<file path="src/rtl/rr_arbiter_8_pkg.sv">
// Shared definitions for the 8-way round-robin arbiter: widths, state codes, search helper.
// Combinational helpers only; no state.
// No flow control; the package holds types and functions only.
package rr_arbiter_8_pkg;

    localparam int N_REQ = 8;
    localparam int IDX_W = 3;

    localparam logic [0:0] IDLE  = 1'b0;
    localparam logic [0:0] GRANT = 1'b1;

    typedef struct packed {
        logic             found;
        logic [IDX_W-1:0] idx;
    } pick_t;

    // First set bit of r visiting start, start+1, ... mod N_REQ.
    // Walks from the far end so that the nearest hit is written last.
    function automatic pick_t rr_search(input logic [N_REQ-1:0] r,
                                        input logic [IDX_W-1:0] start);
        pick_t            p;
        logic [IDX_W-1:0] k;
        p = '0;
        for (int i = N_REQ - 1; i >= 0; i--) begin
            k = start + IDX_W'(i);
            if (r[k]) begin
                p.found = 1'b1;
                p.idx   = k;
            end
        end
        return p;
    endfunction

endpackage

</file>
<file path="src/rtl/rr_arbiter_8_dec.sv">
// 3-to-8 one-hot decoder shared across the codebase.
// Purely combinational, zero latency.
// No flow control.
module rr_arbiter_8_dec
    import rr_arbiter_8_pkg::*;
(
    input  logic [IDX_W-1:0] idx,
    output logic [N_REQ-1:0] onehot
);

    assign onehot = N_REQ'(1) << idx;

endmodule

</file>
<file path="src/rtl/rr_arbiter_8.sv">
// Round-robin arbiter for 8 requesters with a hold limit against starvation.
// Request sampled at edge N, registered grant visible right after edge N.
// No backpressure; a holder keeps the grant until it drops req or the hold limit forces rotation.
module rr_arbiter_8
    import rr_arbiter_8_pkg::*;
#(
    parameter int MAX_HOLD = 8,
    parameter int CNT_W    = 4
) (
    input  logic             clk,
    input  logic             rst,
    input  logic [N_REQ-1:0] req,
    output logic [N_REQ-1:0] grant,
    output logic [IDX_W-1:0] grant_idx,
    output logic             grant_valid
);

    localparam logic [CNT_W-1:0] HOLD_LAST = CNT_W'(MAX_HOLD - 1);
    localparam logic [IDX_W-1:0] IDX_ONE   = IDX_W'(1);

    logic [0:0]       state;
    logic [IDX_W-1:0] ptr;
    logic [CNT_W-1:0] hold_cnt;
    logic [N_REQ-1:0] others;
    logic [N_REQ-1:0] dec_onehot;
    pick_t            idle_pick;
    pick_t            grant_pick;

    // While granting, ptr equals the holder, so excluding the holder and
    // searching from holder+1 covers both release handoff and forced rotation.
    always_comb begin
        others            = req;
        others[grant_idx] = 1'b0;
        idle_pick         = rr_search(req, ptr + IDX_ONE);
        grant_pick        = rr_search(others, grant_idx + IDX_ONE);
    end

    always_ff @(posedge clk or posedge rst) begin
        if (rst) begin
            state       <= IDLE;
            ptr         <= IDX_W'(N_REQ - 1);
            hold_cnt    <= '0;
            grant_idx   <= '0;
            grant_valid <= 1'b0;
        end else begin
            case (state)
                IDLE: begin
                    if (idle_pick.found) begin
                        grant_idx   <= idle_pick.idx;
                        grant_valid <= 1'b1;
                        ptr         <= idle_pick.idx;
                        hold_cnt    <= '0;
                        state       <= GRANT;
                    end
                end
                default: begin
                    if (!req[grant_idx]) begin
                        if (grant_pick.found) begin
                            grant_idx <= grant_pick.idx;
                            ptr       <= grant_pick.idx;
                            hold_cnt  <= '0;
                        end else begin
                            grant_valid <= 1'b0;
                            hold_cnt    <= '0;
                            state       <= IDLE;
                        end
                    end else if (hold_cnt < HOLD_LAST) begin
                        hold_cnt <= hold_cnt + CNT_W'(1);
                    end else if (grant_pick.found) begin
                        grant_idx <= grant_pick.idx;
                        ptr       <= grant_pick.idx;
                        hold_cnt  <= '0;
                    end
                    // Sole requester at the limit: keep the grant, counter saturates.
                end
            endcase
        end
    end

    rr_arbiter_8_dec u_dec (
        .idx    (grant_idx),
        .onehot (dec_onehot)
    );

    assign grant = dec_onehot & {N_REQ{grant_valid}};

endmodule

</file>
<file path="config.mk">
export PLATFORM = sky130hd
export DESIGN_NAME = rr_arbiter_8
export DESIGN_NICKNAME = d
export VERILOG_FILES = /design/src/rtl/rr_arbiter_8_pkg.sv /design/src/rtl/rr_arbiter_8_dec.sv /design/src/rtl/rr_arbiter_8.sv
export SDC_FILE = /design/constraint.sdc
export NUM_CORES = 1
export LEC_CHECK = 0
export ABC_AREA = 1
export BUFFER_PORTS_ARGS = -buffer_cell sky130_fd_sc_hd__buf_4
export CAP_MARGIN = 30
export CORE_MARGIN = 3
export CORE_UTILIZATION = 40
export CTS_BUF_LIST = sky130_fd_sc_hd__clkbuf_4 sky130_fd_sc_hd__clkbuf_8
export DETAILED_ROUTE_END_ITERATION = 8
export PLACE_DENSITY = 0.65
export SETUP_SLACK_MARGIN = 0.2
export SYNTH_ARGS = -nofsm -noshare
export SYNTH_HDL_FRONTEND = slang
export SYNTH_SLANG_ARGS = --single-unit
</file>
<file path="constraint.sdc">
create_clock -name clk -period 2.4 [get_ports clk]
set_input_delay 0.24 -clock clk [delete_from_list [all_inputs] [get_ports clk]]
set_output_delay 0.24 -clock clk [all_outputs]
set_load 0.1 [all_outputs]
</file>
==> impl_results.md <==
* Number of global-route vias before repair at between 2000 and 3000
* Rel. slew slack at 70.16%
* Port bufs at 21
* Synth-to-Final Area Change at 59.37%
* FF+latch count, synth at 12
* Htree depth at 1
* Hold buffers post-CTS at 0
* Worst hold slack at -0.005821 ns
* Max-capacitance violation count at 0
* Slowest stage cell, crit path: dfstp_2
* Crit path DAT at between 2 and 3 ns
* Routed Antenna Nets at 0
* Die Height at 79.42 um
* Clock buffer depth at 2
* Sink Count at 12
* Largest net degree at the start of global routing at 19
* Drt pass-1 iters at 5
* Critical path type: reg2reg
* CTS clk-pin slew, worst paths at 0.06 ns
* Max Fclk at ~420 MHz
* Number of vias per cell at around 5.2
* RePlAce Congestion at between 0.9 and 1
* Reg2Reg Setup Slack at roughly 0.013 ns
* Initial Util at between 40% and 50%
* Avg Inst Size Synth at 5.500 um2
* Count of final hold-check violations at 5
* Slew Viols, Final at 0
* Synthesis warning total at 0
* DRT Wirelength at 7.107 mm
* Final Cycle Share at 99.47%
* Fill cells at between 400 and 500
* IO Pins at 22
* First-pass GRT wire length at between 10 and 15 mm
* First-iteration detailed-routing DRC count at 170
* Clock Skews at between 0.01 and 0.015 ns
* Critical path's largest stage delay at between 0.5 and 0.6 ns
* CP Buf/Inv Count at 2
* Failing checks: hold timing
* Detailed-route DRC error count at 0
* Setup violators final at 0
* Crit path max-delay family: simple AND/OR/NAND/NOR gates
* Clk_lat worst skew at 0.25 ns
* Outcome: finished, violations left
* Die Span X at between 70 and 80 um
* Vias at about 2800
* Drt wl/cell at about 13 um
* Initial antenna violation count at 0
* Distinct cells, synth at 38
* Cell mode on critical path: nand2_1
* TNS Setup at 0 ns
* Startpoint Class: flop
* Remaining Overflow, GRT at 0
* Multi-input gate area at 2138 um2
* CTS tree: done
* Register area at 315.3 um2
* CTS Root Cell: clkbuf_8
* CTS Buf Count at 3
* Post-Synthesis Net Count at around 410
* Setup crit end kind: flop
* Final HPWL DP at 5.126 mm
* Total global routing track utilization at a little under a quarter
* Share of layout cells above drive strength 1 at between 40 and 50%
* Antenna diode count at 0
* Mapped Cells at about 390
* Site Rows at 26
* Post-Syn Area at around 2200 um2
* Commonest non-fill, non-tap cells in the layout: 137 x nand2_1, 67 x buf_4, 42 x inv_1, 34 x nand3_1, 28 x nand2_2
* Most common cell after layout, fill and taps aside: nand2_1
* RSZ-0062 raised after global routing: yes
* Nets at a little under 500
* Slew @ Worst Pin at approximately 0.44 ns
* Final min period at approximately 2.4 ns
* CP Max Fanout at 6
* CORE AREA at just over 5000 um2
* Crit-path cells: inv_4 > ha_4 > inv_6 > nand2_4 > nand2_8 > nand2_4 > nand2_2 > nand2_1 > nand2_1 > nor2_2 > nand3_2 > nand2_1 > nand2_1 > nand2_1 > nand2_1 > a21oi_2 > nand2_2 > nand2_2
* Hold WC Path Type: in2async
* Seq/Total Area, Yosys at roughly 14%
* CP Data Required Time at 2.60 ns
* Die footprint at between 6000 and 7000 um2
-- timing repair --
action                     CTS  global route
gates resized for setup     81            34
setup buffers               14             4
setup endpoints to repair   11            11
cloned                       0             0
pin swaps                   38             9
-- sequential cells by signal, indices dropped and copies added (netlist names) --
register	count
grant_valid	1
grant_idx	3
state	1
ptr	3
hold_cnt	4
-- cell type report --
type | count | share of cell area, %
Multi-Input combinational cell | 321 | 62.24
Timing Repair Buffer | 78 | 18.24
Inverter | 50 | 6.191
Tap cell | 70 | 2.549
Sequential cell | 12 | 9.177
Clock buffer | 4 | 1.602
-- stage by stage --
step	cell area (um2)	utilization [%]	instances	hold slack (ns)	worst slack (ns)
after floorplan	2344	-	392	0.1026	-0.1401
after global placement	2794	54.02	513	0.2736	-0.07408
after detailed placement	2794	54.02	513	0.2739	-0.07136
after CTS	3279	63.40	531	0.009372	0.07979
after global routing	3436	66.42	535	0.05081	-0.1067
final	3436	66.42	535	-0.005821	0.01272
-- routing by layer --
metal	routed length [um]	vias up	part of all wire (%)	global-route usage, %
li1	-	1380	-	-
met1	3140	1272	44	30.00
met5	0	-	0	0
met4	206	0	2.9	6.186
met2	3418	94	48	39.98
met3	341	26	4.8	3.499
-- cells by family after synthesis --
group	share of synthesized area, %
flip-flops	14.10
XOR/XNOR	2.380
AO/OA/AOI/OAI	8.822
AND/OR/NAND/NOR	56.18
buffers and inverters	12.83
adder cells (fa/ha/maj)	5.688
-- Yosys cell counts --
library cell / number / area share, %
dfrtp_1: 9 / 10
nor3_1: 1 / 0.23
dfstp_2: 3 / 3.7
nor4_1: 1 / 0.29
a21oi_1: 13 / 3.0
nand4_1: 1 / 0.29
o21ai_0: 9 / 2.1
o21a_1: 1 / 0.35
nand2_2: 7 / 2.0
and2_4: 1 / 0.41
nor2_1: 17 / 3.0
o21ai_1: 2 / 0.46
inv_2: 3 / 0.52
inv_4: 1 / 0.29
buf_2: 2 / 0.46
o221ai_1: 1 / 0.41
nor2_4: 1 / 0.52
clkinv_4: 1 / 0.41
nand3_1: 50 / 12
o22ai_2: 1 / 0.58
inv_1: 45 / 7.8
nand2_4: 1 / 0.52
o22ai_1: 2 / 0.58
xnor2_1: 2 / 0.81
nor3_4: 1 / 0.75
ha_1: 9 / 5.2
nand3_2: 8 / 3.7
buf_4: 2 / 0.70
maj3_1: 1 / 0.46
nand3b_1: 1 / 0.35
xor2_1: 2 / 0.81
a31oi_1: 2 / 0.58
buf_6: 5 / 2.6
nor2_2: 3 / 0.87
xnor2_2: 1 / 0.75
and2_1: 1 / 0.29
o21ai_4: 1 / 0.75
nand2_1: 180 / 31
-- path summary, 6_finish.rpt --
kind	depth (start not counted)	to	start
worst min register to register	2	hold_cnt[3]	hold_cnt[3]
max in group asynchronous	2	ptr[2]	rst
worst min-delay path	2	grant_idx[0]	rst
worst max register to register	18	ptr[1]	ptr[0]
min in group clk	2	hold_cnt[3]	hold_cnt[3]
worst max-delay path	18	ptr[1]	ptr[0]
-- worst reg2reg max path: stages, from the launching register on --
cell     delay, ns
dfstp_2       0.58
inv_4         0.05
ha_4          0.34
inv_6         0.07
nand2_4       0.09
nand2_8       0.08
nand2_4       0.08
nand2_2       0.06
nand2_1       0.09
nand2_1       0.10
nor2_2        0.16
nand3_2       0.10
nand2_1       0.07
nand2_1       0.04
nand2_1       0.06
nand2_1       0.07
a21oi_2       0.17
nand2_2       0.08
nand2_2       0.06
Power is left out: the tool's default activity adds up to more than one toggle a clock period on the data nets, which glitch-free logic cannot reach.
